## config.mk

```make
export PLATFORM = sky130hd
export DESIGN_NAME = uart_receiver
export DESIGN_NICKNAME = d
export VERILOG_FILES = /design/src/rtl/uart_receiver.sv
export SDC_FILE = /design/constraint.sdc
export NUM_CORES = 1
export LEC_CHECK = 0
export ABC_AREA = 1
export ABC_CLOCK_PERIOD_IN_PS = 3500
export BUFFER_PORTS_ARGS = -buffer_cell sky130_fd_sc_hd__buf_2
export CORE_MARGIN = 4
export CORE_UTILIZATION = 44
export CTS_CLUSTER_SIZE = 20
export DETAILED_ROUTE_END_ITERATION = 8
export GPL_TIMING_DRIVEN = 0
export SKIP_LAST_GASP = 1
export SLEW_MARGIN = 20
export SYNTH_ARGS = -nofsm -noshare
export SYNTH_HDL_FRONTEND = slang
export SYNTH_SLANG_ARGS = --single-unit
```

## constraint.sdc

```tcl
create_clock -name clk_50m -period 3.5 [get_ports clk_50m]
set_clock_uncertainty 0.05 [all_clocks]
set_input_delay 0.35 -clock clk_50m [delete_from_list [all_inputs] [get_ports clk_50m]]
set_output_delay 0.35 -clock clk_50m [all_outputs]
set_load 0.03 [all_outputs]
```

## src/rtl/uart_receiver.sv

```systemverilog
// uart_receiver: 8N1 UART receive path driven by a 16x-oversampled clken
// tick from the shared baud generator. The line goes through a two-flop
// synchronizer. Each bit is sampled at its mid-point. Every received byte is
// presented with a rdy flag, a clear handshake, and framing/overrun status.

module uart_receiver #(
    parameter int OVERSAMPLE = 16
) (
    input  logic       clk_50m,
    input  logic       rst_n,
    input  logic       rx,
    input  logic       clken,
    input  logic       rdy_clr,
    output logic [7:0] dout,
    output logic       rdy,
    output logic       frame_err,
    output logic       overrun,
    output logic       rx_busy
);

    localparam int CW = $clog2(OVERSAMPLE);
    localparam logic [CW-1:0] HALF_COUNT = CW'(OVERSAMPLE / 2);
    localparam logic [CW-1:0] LAST_COUNT = CW'(OVERSAMPLE - 1);

    typedef enum logic [1:0] {
        IDLE  = 2'd0,
        START = 2'd1,
        DATA  = 2'd2,
        STOP  = 2'd3
    } state_t;

    state_t          state;
    logic [CW-1:0]   count;
    logic [2:0]      bitpos;
    logic [7:0]      shift;
    logic            rx_meta;
    logic            rx_s;

    // Synchronize the line, run the frame FSM on clken ticks and keep the handshake status
    always_ff @(posedge clk_50m) begin
        if (!rst_n) begin
            rx_meta   <= 1'b1;
            rx_s      <= 1'b1;
            state     <= IDLE;
            count     <= '0;
            bitpos    <= 3'd0;
            shift     <= 8'h00;
            dout      <= 8'h00;
            rdy       <= 1'b0;
            frame_err <= 1'b0;
            overrun   <= 1'b0;
        end else begin
            rx_meta <= rx;
            rx_s    <= rx_meta;

            if (rdy_clr) begin
                rdy     <= 1'b0;
                overrun <= 1'b0;
            end

            if (clken) begin
                case (state)
                    IDLE: begin
                        if (!rx_s) begin
                            state <= START;
                            count <= CW'(1);
                        end
                    end
                    START: begin
                        if (count == HALF_COUNT) begin
                            if (!rx_s) begin
                                state  <= DATA;
                                count  <= '0;
                                bitpos <= 3'd0;
                            end else begin
                                state <= IDLE;
                                count <= '0;
                            end
                        end else begin
                            count <= count + 1'b1;
                        end
                    end
                    DATA: begin
                        if (count == LAST_COUNT) begin
                            shift[bitpos] <= rx_s;
                            count         <= '0;
                            if (bitpos == 3'd7) begin
                                state <= STOP;
                            end else begin
                                bitpos <= bitpos + 3'd1;
                            end
                        end else begin
                            count <= count + 1'b1;
                        end
                    end
                    STOP: begin
                        if (count == LAST_COUNT) begin
                            dout      <= shift;
                            rdy       <= 1'b1;
                            frame_err <= ~rx_s;
                            overrun   <= rdy;
                            count     <= '0;
                            state     <= IDLE;
                        end else begin
                            count <= count + 1'b1;
                        end
                    end
                    default: begin
                        state <= IDLE;
                        count <= '0;
                    end
                endcase
            end
        end
    end

    assign rx_busy = (state != IDLE);

endmodule

```

==> impl_results.md, run 1 <==
* Die height at 63.5 um
* Pre-antenna DRT Iters at 4
* Period utilisation layout at 0.492
* I/O Pins at 17
* Worst-Skew Late Latency at 0.32 ns
* FMAX at 580 MHz
* Total grt overflow at 0
* Fin Setup TNS at 0 ns
* Cell row count at 19
* Post-Syn Instances at 179
* Hold Slack at 0.154 ns
* Bufs and invs on worst path at 1
* Clock Tree Root: clkbuf_4
* Clock Sinks at 30
* Synthesized area at 1350 sq um
* Mapped Avg Cell Area at 7.56 sq um
* Pwr/cell area at just under 400 nW/um^2
* Worst setup EP type: register
* Synth top area share at 0.444
* Syn Nets at 188
* Total number of vias at 1210
* Max_slew headroom at 0.635
* Core area at roughly 2900 sq um
* Antenna cell count at 0
* Via density at 5.17
* Endpoints failing setup at 0
* CP Class: reg -> reg
* Leakage power at 0.000685 uW
* NumNets Final at approximately 210
* Final hold violations at 0
* Main area contributors after synthesis: dfxtp_1, nand2_1, a21oi_1
* Status: finished clean
* Post-layout min period at 1.72 ns
* Full die area at 4030 sq um
* H-tree levels at 2
* Cts bufs inserted at 5
* Ys flop type: dfxtp_1
* Final HPWL DP at approximately 2100 um
* Clock transition at path regs at about 0.10 ns
* Most frequent cells in the layout: nand2_1, dfxtp_1, a21oi_1, inv_1, o21ai_0
* Fraction of layout cells with a size suffix above 1 at 0.192
* PostCTS Resize Cnt at 0
* # fillers at 290
* Core Util, Final at 0.539
* Crit-path max FO at 7
* Worst Hold Class: in -> reg
* Detail Route Antenna Nets at 0
* Max-Cap Viols at 0
* Starting Density at 0.475
* Peak supply drop at 250 uV
* Family with the most delay on the worst path: simple AND/OR/NAND/NOR gates
* Vias in the first global route at about 1100
* GRT Total Usage at 0.158
* Hold-fix buffers, CTS at 0
* Die width at between 60 and 70 um
* Post-DR wirelength/cell at approximately 12 um
* First-pass GRT wire length at 4990 um
* Synth async-reset ratio at 0
* Synth warn at 0
* Number of library cell types mapped by synthesis at 21
* Max stage delay on crit path at between 0.3 and 0.4 ns
* Initial antenna violation count at 0
* Worst-margin pin slew at 0.548 ns
* Largest net degree at the start of global routing at 11
* Area Growth Syn to Fin at 13.5%
* Post-synthesis sequential area ratio at 0.444
* Area occupied by multi-input gates at 643 sq um
* Yosys reg bits at 30
* Port Buffers at 16
* CTS tree: yes
* RD Place Congestion at 0.852
* Setup Buffers After CTS at 0
* Slowest CP cell: dfxtp_1
* Crit path arrival time at 1.90 ns
* Initial DRC Count at 50
* DR DRC count at 0
* Type of origin of the critical path: register
* Crit-path cells: ha_1 -> nand4_4 -> nor3_4 -> inv_1 -> o21ai_0 -> nor2_1
* Slew Viols, Final at 0
* Register area at 601 sq um
* Most common cell after layout, fill and taps aside: nand2_1
* Critical path required time at 3.67 ns
* CTS Buffer Depth at 2
* RSZ-0062 raised after global routing: no
* Number of synthesized flops with an enable pin at 0
* Final WL at roughly 2900 um
* Top cell type by total area after synthesis: dfxtp_1
==> where the power goes <==
group          total (uW)  switching, uW  internal (uW)
registers             346           2.43            344
logic                33.1           23.6           9.52
clock network         217            120           96.5
==> synthesized netlist by cell type (all sizes together), types with 2 or more instances <==
library cell and count:
o21ai 20, or2 2, ha 4, nand2 33
nand3 11, nor3 4, clkbuf 3, nor2 22
a21oi 23, dfxtp 30, inv 22, buf 2
==> registers in the layout (all words and copies together), names as in the netlist, named ones only <==
register / count
bitpos: 3
count: 4
dout: 8
frame_err: 1
overrun: 1
rdy: 1
rx_meta: 1
rx_s: 1
shift: 8
state: 1
==> final timing paths <==
path / cells after the start / to / startpoint / slack, ns
max: 6 / overrun / count[1] / 1.78
min: 2 / rx_meta / rx / 0.15
max reg2reg: 6 / overrun / count[1] / 1.78
min reg2reg: 1 / rx_s / rx_meta / 0.38
==> worst reg2reg max path, cell delays in order (launching register included) <==
cell and delay (ns):
dfxtp_1 0.39, ha_1 0.29, nand4_4 0.18, nor3_4 0.31
inv_1 0.18, o21ai_0 0.17, nor2_1 0.06
==> logic make-up after synthesis <==
family | Yosys count | synth area share
compound gates | 43 | 0.159
xor+xnor | 1 | 0.00647
fa+ha+maj | 4 | 0.0370
buf+inv | 27 | 0.0813
flops | 30 | 0.444
simple gates | 74 | 0.273
==> through the flow <==
step / setup WS, ns / total power, uW / instances / instance area, sq um
after floorplan: 2.04 / 376 / 179 / 1350
after global placement: 1.80 / 386 / 226 / 1470
after detailed placement: 1.79 / 387 / 226 / 1470
after CTS: 1.75 / 605 / 234 / 1540
after global routing: 1.61 / 622 / 234 / 1540
final: 1.78 / 596 / 234 / 1540
==> layout make-up <==
type / instances / share of cell area
Clock inverter: 2 / 0.00814
Multi-Input combinational cell: 122 / 0.419
Clock buffer: 6 / 0.0334
Timing Repair Buffer: 16 / 0.0521
Sequential cell: 30 / 0.391
Inverter: 22 / 0.0537
Tap cell: 31 / 0.0252
Buffer: 5 / 0.0179
==> metal layers <==
metal  up-vias  share of wire  global-route usage
met5         -              0                   0
met4         0          0.022              0.0728
met3         7          0.044              0.0533
met2        26           0.47               0.253
met1       558           0.46               0.191
li1        619              -                   -
Note: power is estimated with default switching activity, not from simulation.
==> run 2, diff against run 1 <==
--- a/config.mk
+++ b/config.mk
@@ -6,7 +6,7 @@
 export NUM_CORES = 1
 export LEC_CHECK = 0
 export ABC_AREA = 1
-export ABC_CLOCK_PERIOD_IN_PS = 3500
+export ABC_CLOCK_PERIOD_IN_PS = 1610
 export BUFFER_PORTS_ARGS = -buffer_cell sky130_fd_sc_hd__buf_2
 export CORE_MARGIN = 4
 export CORE_UTILIZATION = 44
==> constraint.sdc (replaced) <==
create_clock -name clk_50m -period 1.61 [get_ports clk_50m]
set_clock_uncertainty 0.05 [all_clocks]
set_input_delay 0.161 -clock clk_50m [delete_from_list [all_inputs] [get_ports clk_50m]]
set_output_delay 0.161 -clock clk_50m [all_outputs]
set_load 0.03 [all_outputs]
==> run 2 against run 1 <==
Effect of this change: first-iteration DRC count shrank 16%; wire length grew 1.9%; sequential power grew 120%; design area grew 2.5%; combinational power grew 130%; highest routed layer unchanged.
==> impl_results.md, run 2 (synthesis results as in run 1) <==
* Hold path start: rdy_clr
* Final HPWL DP at 2090 um (unchanged)
* Core Util, Final at 0.552 (+0.0136)
* Worst setup EP type: register
* Via density at 5.11 (-1.2%)
* RSZ-0062 raised after global routing: no
* Clock Sinks at 30 (unchanged)
* Slew Viols, Final at 0 (unchanged)
* Post-DR wirelength/cell at 12.3 um (+1.0%)
* Initial DRC Count at 42 (-16%)
* Crit path arrival time at 1.74 ns (-0.16 ns)
* CP Class: reg -> reg
* H-tree levels at 2 (unchanged)
* I/O Pins at 17 (unchanged)
* Clock Tree Root: clkbuf_4
* Leakage power at 0.000694 uW (+1.3%)
* Vias in the first global route at 1126 (unchanged)
* Antenna cell count at 0 (unchanged)
* Worst r2r src: count[0]
* Critical Path Start: count[0]
* Max-Cap Viols at 0 (unchanged)
* Final hold violations at 0 (unchanged)
* Pre-antenna DRT Iters at 4 (unchanged)
* Status: finished clean
* Clock transition at path regs at 0.10 ns (about the same)
* Most common cell after layout, fill and taps aside: nand2_1
* Core area at 2850 sq um (unchanged)
* Die height at 63.5 um (unchanged)
* Worst-margin pin slew at 0.548 ns (+0.000588 ns)
* Most frequent cells in the layout: nand2_1, dfxtp_1, a21oi_1, inv_1, o21ai_0
* Peak supply drop at 541 uV (+120%)
* Endpoints failing setup at 0 (unchanged)
* Total number of vias at 1206 (-0.33%)
* Fraction of layout cells with a size suffix above 1 at 0.229 (+0.0372)
* Full die area at 4030 sq um (unchanged)
* Total grt overflow at 0 (unchanged)
* NumNets Final at 213 (+0.95%)
* Cell row count at 19 (unchanged)
* # fillers at 283 (-2.4%)
* Crit-path max FO at 10 (+3)
* Initial antenna violation count at 0 (unchanged)
* Pwr/cell area at 831 nW/um^2 (+110%)
* Detail Route Antenna Nets at 0 (unchanged)
* Type of origin of the critical path: register
* Design area at 1580 sq um (+2.5%)
* Period utilisation layout at 0.938 (+0.446)
* CTS Buffer Depth at 2 (unchanged)
* Placed Area at 1470 sq um (unchanged)
* Cts bufs inserted at 5 (unchanged)
* Regs by FF count: dout: 8 flops, shift: 8 flops, count: 4 flops
* Largest net degree at the start of global routing at 11 (unchanged)
* FMAX at 662 MHz (+14%)
* Post-layout min period at 1.51 ns (-0.212 ns)
* Port Buffers at 16 (unchanged)
* First-pass GRT wire length at 5000 um (+0.28%)
* DR DRC count at 0 (unchanged)
* Max_slew headroom at 0.634 (about the same)
* RD Place Congestion at 0.852 (unchanged)
* Area Growth Syn to Fin at 16.4%
* Critical path required time at 1.84 ns (-1.83 ns)
* GRT Total Usage at 0.159 (+0.000743)
* Worst-Skew Late Latency at 0.33 ns (about the same)
* Area occupied by multi-input gates at 658 sq um (+2.3%)
* Final WL at 2900 um (+1.9%)
* CTS tree: yes
* Worst Hold Class: in -> reg
* Register area at 607 sq um (+1.0%)
* Starting Density at 0.475 (unchanged)
* Die width at 63.5 um (unchanged)
## run 2: worst max-delay path, stage by stage, from the launching register on
cell and delay (ns):
dfxtp_2 0.39, ha_4 0.18, nand4_4 0.16, nor3_4 0.18, buf_4 0.17, buf_6 0.13
o21ai_0 0.08, nor2_1 0.11
## run 2: cell type report
cell class | count | area share
timing repair buffer | 18 | 0.0620
buffer | 5 | 0.0175
tap | 31 | 0.0246
sequential | 30 | 0.385
inverter | 22 | 0.0524
clock inverter | 2 | 0.00794
clock buffer | 6 | 0.0326
multi-input combinational | 122 | 0.418
## run 2: routing by layer
| metal | up-vias | routed length, um | GRT usage |
|---|---|---|---|
| li1 | 626 | - | - |
| met1 | 550 | 1360 | 0.194 |
| met2 | 22 | 1340 | 0.252 |
| met3 | 8 | 140 | 0.0533 |
| met4 | 0 | 63 | 0.0728 |
| met5 | - | 0 | 0 |
## run 2: repair_timing
item | CTS | global route
buffers inserted | 1 | 0
endpoints found under the hold margin | 1 | 0
hold buffers | 1 | 0
cloned | 0 | 0
gates resized for setup | 4 | 4
setup endpoints to repair | 7 | 11
pin swaps | 1 | 1
## run 2: worst paths after layout
path / to / slack, ns / cells after the start
setup reg to reg: dout[6] / 0.1 / 7
setup / recovery: dout[6] / 0.1 / 7
hold reg to reg: rx_s / 0.38 / 1
hold / removal: rdy / 0.04 / 4
## run 2: through the flow
step           TNS [ns]  hold slack (ns)  worst slack (ns)  power, uW  std cells
3_3_place_gp     -0.193            0.297           -0.0873        840        226
3_5_place_dp     -0.290            0.304           -0.0977        842        226
5_1_grt               0           0.0579          0.000283       1360        236
4_1_cts               0           0.0372            0.0502       1320        236
2_1_floorplan         0            0.218             0.153        818        179
6_report              0           0.0362            0.0998       1310        236
## run 2: power by group
part | switching [uW] | internal (uW)
registers | 6.43 | 748
clock network | 270 | 210
logic | 52.2 | 22.6
total | 329 | 981
==> run 3, diff against run 2 <==
--- a/config.mk
+++ b/config.mk
@@ -7,11 +7,11 @@
 export LEC_CHECK = 0
 export ABC_AREA = 1
 export ABC_CLOCK_PERIOD_IN_PS = 1610
-export BUFFER_PORTS_ARGS = -buffer_cell sky130_fd_sc_hd__buf_2
 export CORE_MARGIN = 4
 export CORE_UTILIZATION = 44
 export CTS_CLUSTER_SIZE = 20
 export DETAILED_ROUTE_END_ITERATION = 8
+export DONT_BUFFER_PORTS = 1
 export GPL_TIMING_DRIVEN = 0
 export SKIP_LAST_GASP = 1
 export SLEW_MARGIN = 20
==> run 3 against run 2 <==
Effect of this change: die area unchanged; final cell count decreased by 5.9%; total power increased by 8.1%; via count decreased by 3.9%; maximum frequency increased by 0.54%; first-iteration DRC count increased by 88%; clock power increased by 23%; count of clock-buffer cells in the layout decreased by 1; setup slack improved by 0.0081 ns; sequential power about the same; core utilization decreased by 1.8 points; combinational power decreased by 6.3%.
==> impl_results.md, run 3 (synthesis results as in run 1) <==
* H-tree levels at 2 (unchanged)
* Post-DR wirelength/cell at 12.6 um (+2.8%)
* Core area at 2850 sq um (unchanged)
* FMAX at 666 MHz (+0.54%)
* Crit-path max FO at 5 (-5)
* Type of origin of the critical path: register
* NumNets Final at 199 (-6.6%)
* Port Buffers at 0 (-16)
* Status: finished clean
* Die width at 63.5 um (unchanged)
* First-pass GRT wire length at 4820 um (-3.7%)
* CP Class: reg -> reg
* Slowest CP cell: dfxtp_2
* Final HPWL DP at 2080 um (-0.41%)
* GRT Total Usage at 0.152 (-0.00695)
* Peak supply drop at 611 uV (+13%)
* Crit path arrival time at 1.71 ns (-0.03 ns)
* Fin Setup TNS at 0 ns (unchanged)
* Hold path start: clken
* Endpoints failing setup at 0 (unchanged)
* Largest net degree at the start of global routing at 11 (unchanged)
* Period utilisation layout at 0.933 (-0.00503)
* Clock Tree Root: clkbuf_4
* CTS tree: yes
* Die height at 63.5 um (unchanged)
* Most common cell after layout, fill and taps aside: nand2_1
* Area Growth Syn to Fin at 12.7%
* Slew Viols, Final at 0 (unchanged)
* Initial antenna violation count at 0 (unchanged)
* CTS Buffer Depth at 2 (unchanged)
* Cell row count at 19 (unchanged)
* Final worst slack at 0.108 ns (+0.00810 ns)
* Clock Sinks at 30 (unchanged)
* Crit-path cells: ha_4 -> nand4_4 -> nor3_4 -> buf_4 -> o21ai_0 -> a21oi_1
* Total number of vias at 1159 (-3.9%)
* Flop2flop setup slack at 0.11 ns (about the same)
* DR DRC count at 0 (unchanged)
* Detail Route Antenna Nets at 0 (unchanged)
* Hold depth at 4 (unchanged)
* Pwr/cell area at 928 nW/um^2 (+12%)
* Max-Cap Viols at 0 (unchanged)
* Worst-margin pin slew at 0.486 ns (-0.0620 ns)
* Total grt overflow at 0 (unchanged)
* Pre-CTS WS at -0.118 ns (-0.0207 ns)
* Post-layout min period at 1.50 ns (-0.00810 ns)
* RSZ-0062 raised after global routing: no
* Final WL at 2810 um (-3.3%)
* Initial DRC Count at 79 (+88%)
* Regs by FF count: dout: 8 flops, shift: 8 flops, count: 4 flops
* RR Endpoint: frame_err
* Starting Density at 0.475 (unchanged)
* Reg2Reg Depth at 6 (-1)
* Full die area at 4030 sq um (unchanged)
* Worst Hold Class: in -> reg
* Antenna cell count at 0 (unchanged)
* Worst r2r src: count[0]
* Critical path required time at 1.82 ns (-0.02 ns)
* Worst-Skew Late Latency at 0.32 ns (about the same)
* Max stage delay on crit path at 0.39 ns (about the same)
* Leakage power at 0.000629 uW (-9.4%)
* Hold path endpoint: count[1]
* I/O Pins at 17 (unchanged)
* Most frequent cells in the layout: nand2_1, dfxtp_1, a21oi_1, inv_1, o21ai_0
* Cts bufs inserted at 5 (unchanged)
* RD Place Congestion at 0.845 (-0.83%)
* Pre-antenna DRT Iters at 4 (unchanged)
* Via density at 5.22 (+2.2%)
* Worst setup EP type: register
* Fraction of layout cells with a size suffix above 1 at 0.147 (-0.0827)
* Fin cells at 222 (-5.9%)
* Vias in the first global route at 1048 (-6.9%)
* Max_slew headroom at 0.676 (+0.0413)
* Dpl cells at 210 (-7.1%)
* Final hold violations at 0 (unchanged)
* Clock transition at path regs at 0.10 ns (about the same)
## run 3: cell types whose count changed in the layout (fill, tap and decap cells not counted)
cell | before | now
clkinvlp_4 | 1 | 0
dlygate4sd3_1 | 1 | 3
o21ai_1 | 0 | 2
dfxtp_1 | 25 | 28
clkinv_2 | 1 | 2
o21ai_0 | 20 | 18
bufinv_16 | 0 | 1
buf_2 | 17 | 1
dfxtp_2 | 5 | 2
clkbuf_8 | 1 | 0
## run 3: cell type report
type                            count  area, sq um
Multi-Input combinational cell    122          658
Buffer                              5         27.5
Clock inverter                      3         40.0
Fill cell                         274         1330
Sequential cell                    30          603
Inverter                           22         82.6
Timing Repair Buffer                4         37.5
Clock buffer                        5         37.5
Tap cell                           31         38.8
## run 3: critical path, delay by kind of cell (launching register included)
kind                       cells  cell delay (ns)
and+or+nand+nor                2             0.43
DFF                            1             0.39
AOI/OAI and AO/OA              2             0.22
adders and majority gates      1             0.18
buffers and inverters          1             0.18
## run 3: metal layers
metal  GRT usage  vias up  share of wire
li1            -      603              -
met1       0.198      533           0.48
met2       0.235       19           0.47
met3      0.0426        4          0.038
met4      0.0647        0          0.013
met5           0        -              0
## run 3: how the worst max path moves through the flow
stage / startpoint / end / slack, ns / cells after the start
after global routing: bitpos[1] / bitpos[1] / 0.0006 / 9
after floorplan: count[1] / overrun / 0.15 / 6
after CTS: count[1] / overrun / 0.04 / 6
after detailed placement: count[1] / overrun / -0.12 / 6
after global placement: count[0] / overrun / -0.07 / 6
final: count[0] / frame_err / 0.11 / 6
## run 3: power by group
| part | switching (uW) | internal, uW | leakage (uW) |
|---|---|---|---|
| Sequential | 6.33 | 748 | 0.000243 |
| Clock | 270 | 322 | 0.0000450 |
| Combinational | 48.7 | 21.3 | 0.000341 |
## run 3: repair_timing
| item | in CTS | in global routing |
|---|---|---|
| buffers inserted | 1 | 0 |
| pin swaps | 1 | 0 |
| endpoints found under the hold margin | 3 | 0 |
| endpoints found under the setup margin | 7 | 9 |
| hold buffers | 3 | 0 |
| resized for setup | 2 | 5 |
## run 3: stage by stage
stage	power [uW]	hold slack, ns	instance area [sq um]	utilization
after global routing	1480	0.0640	1530	0.535
after CTS	1420	0.0241	1520	0.533
after floorplan	818	0.218	1350	-
after detailed placement	834	0.222	1390	0.488
after global placement	832	0.220	1390	0.488
final	1420	0.0355	1530	0.535
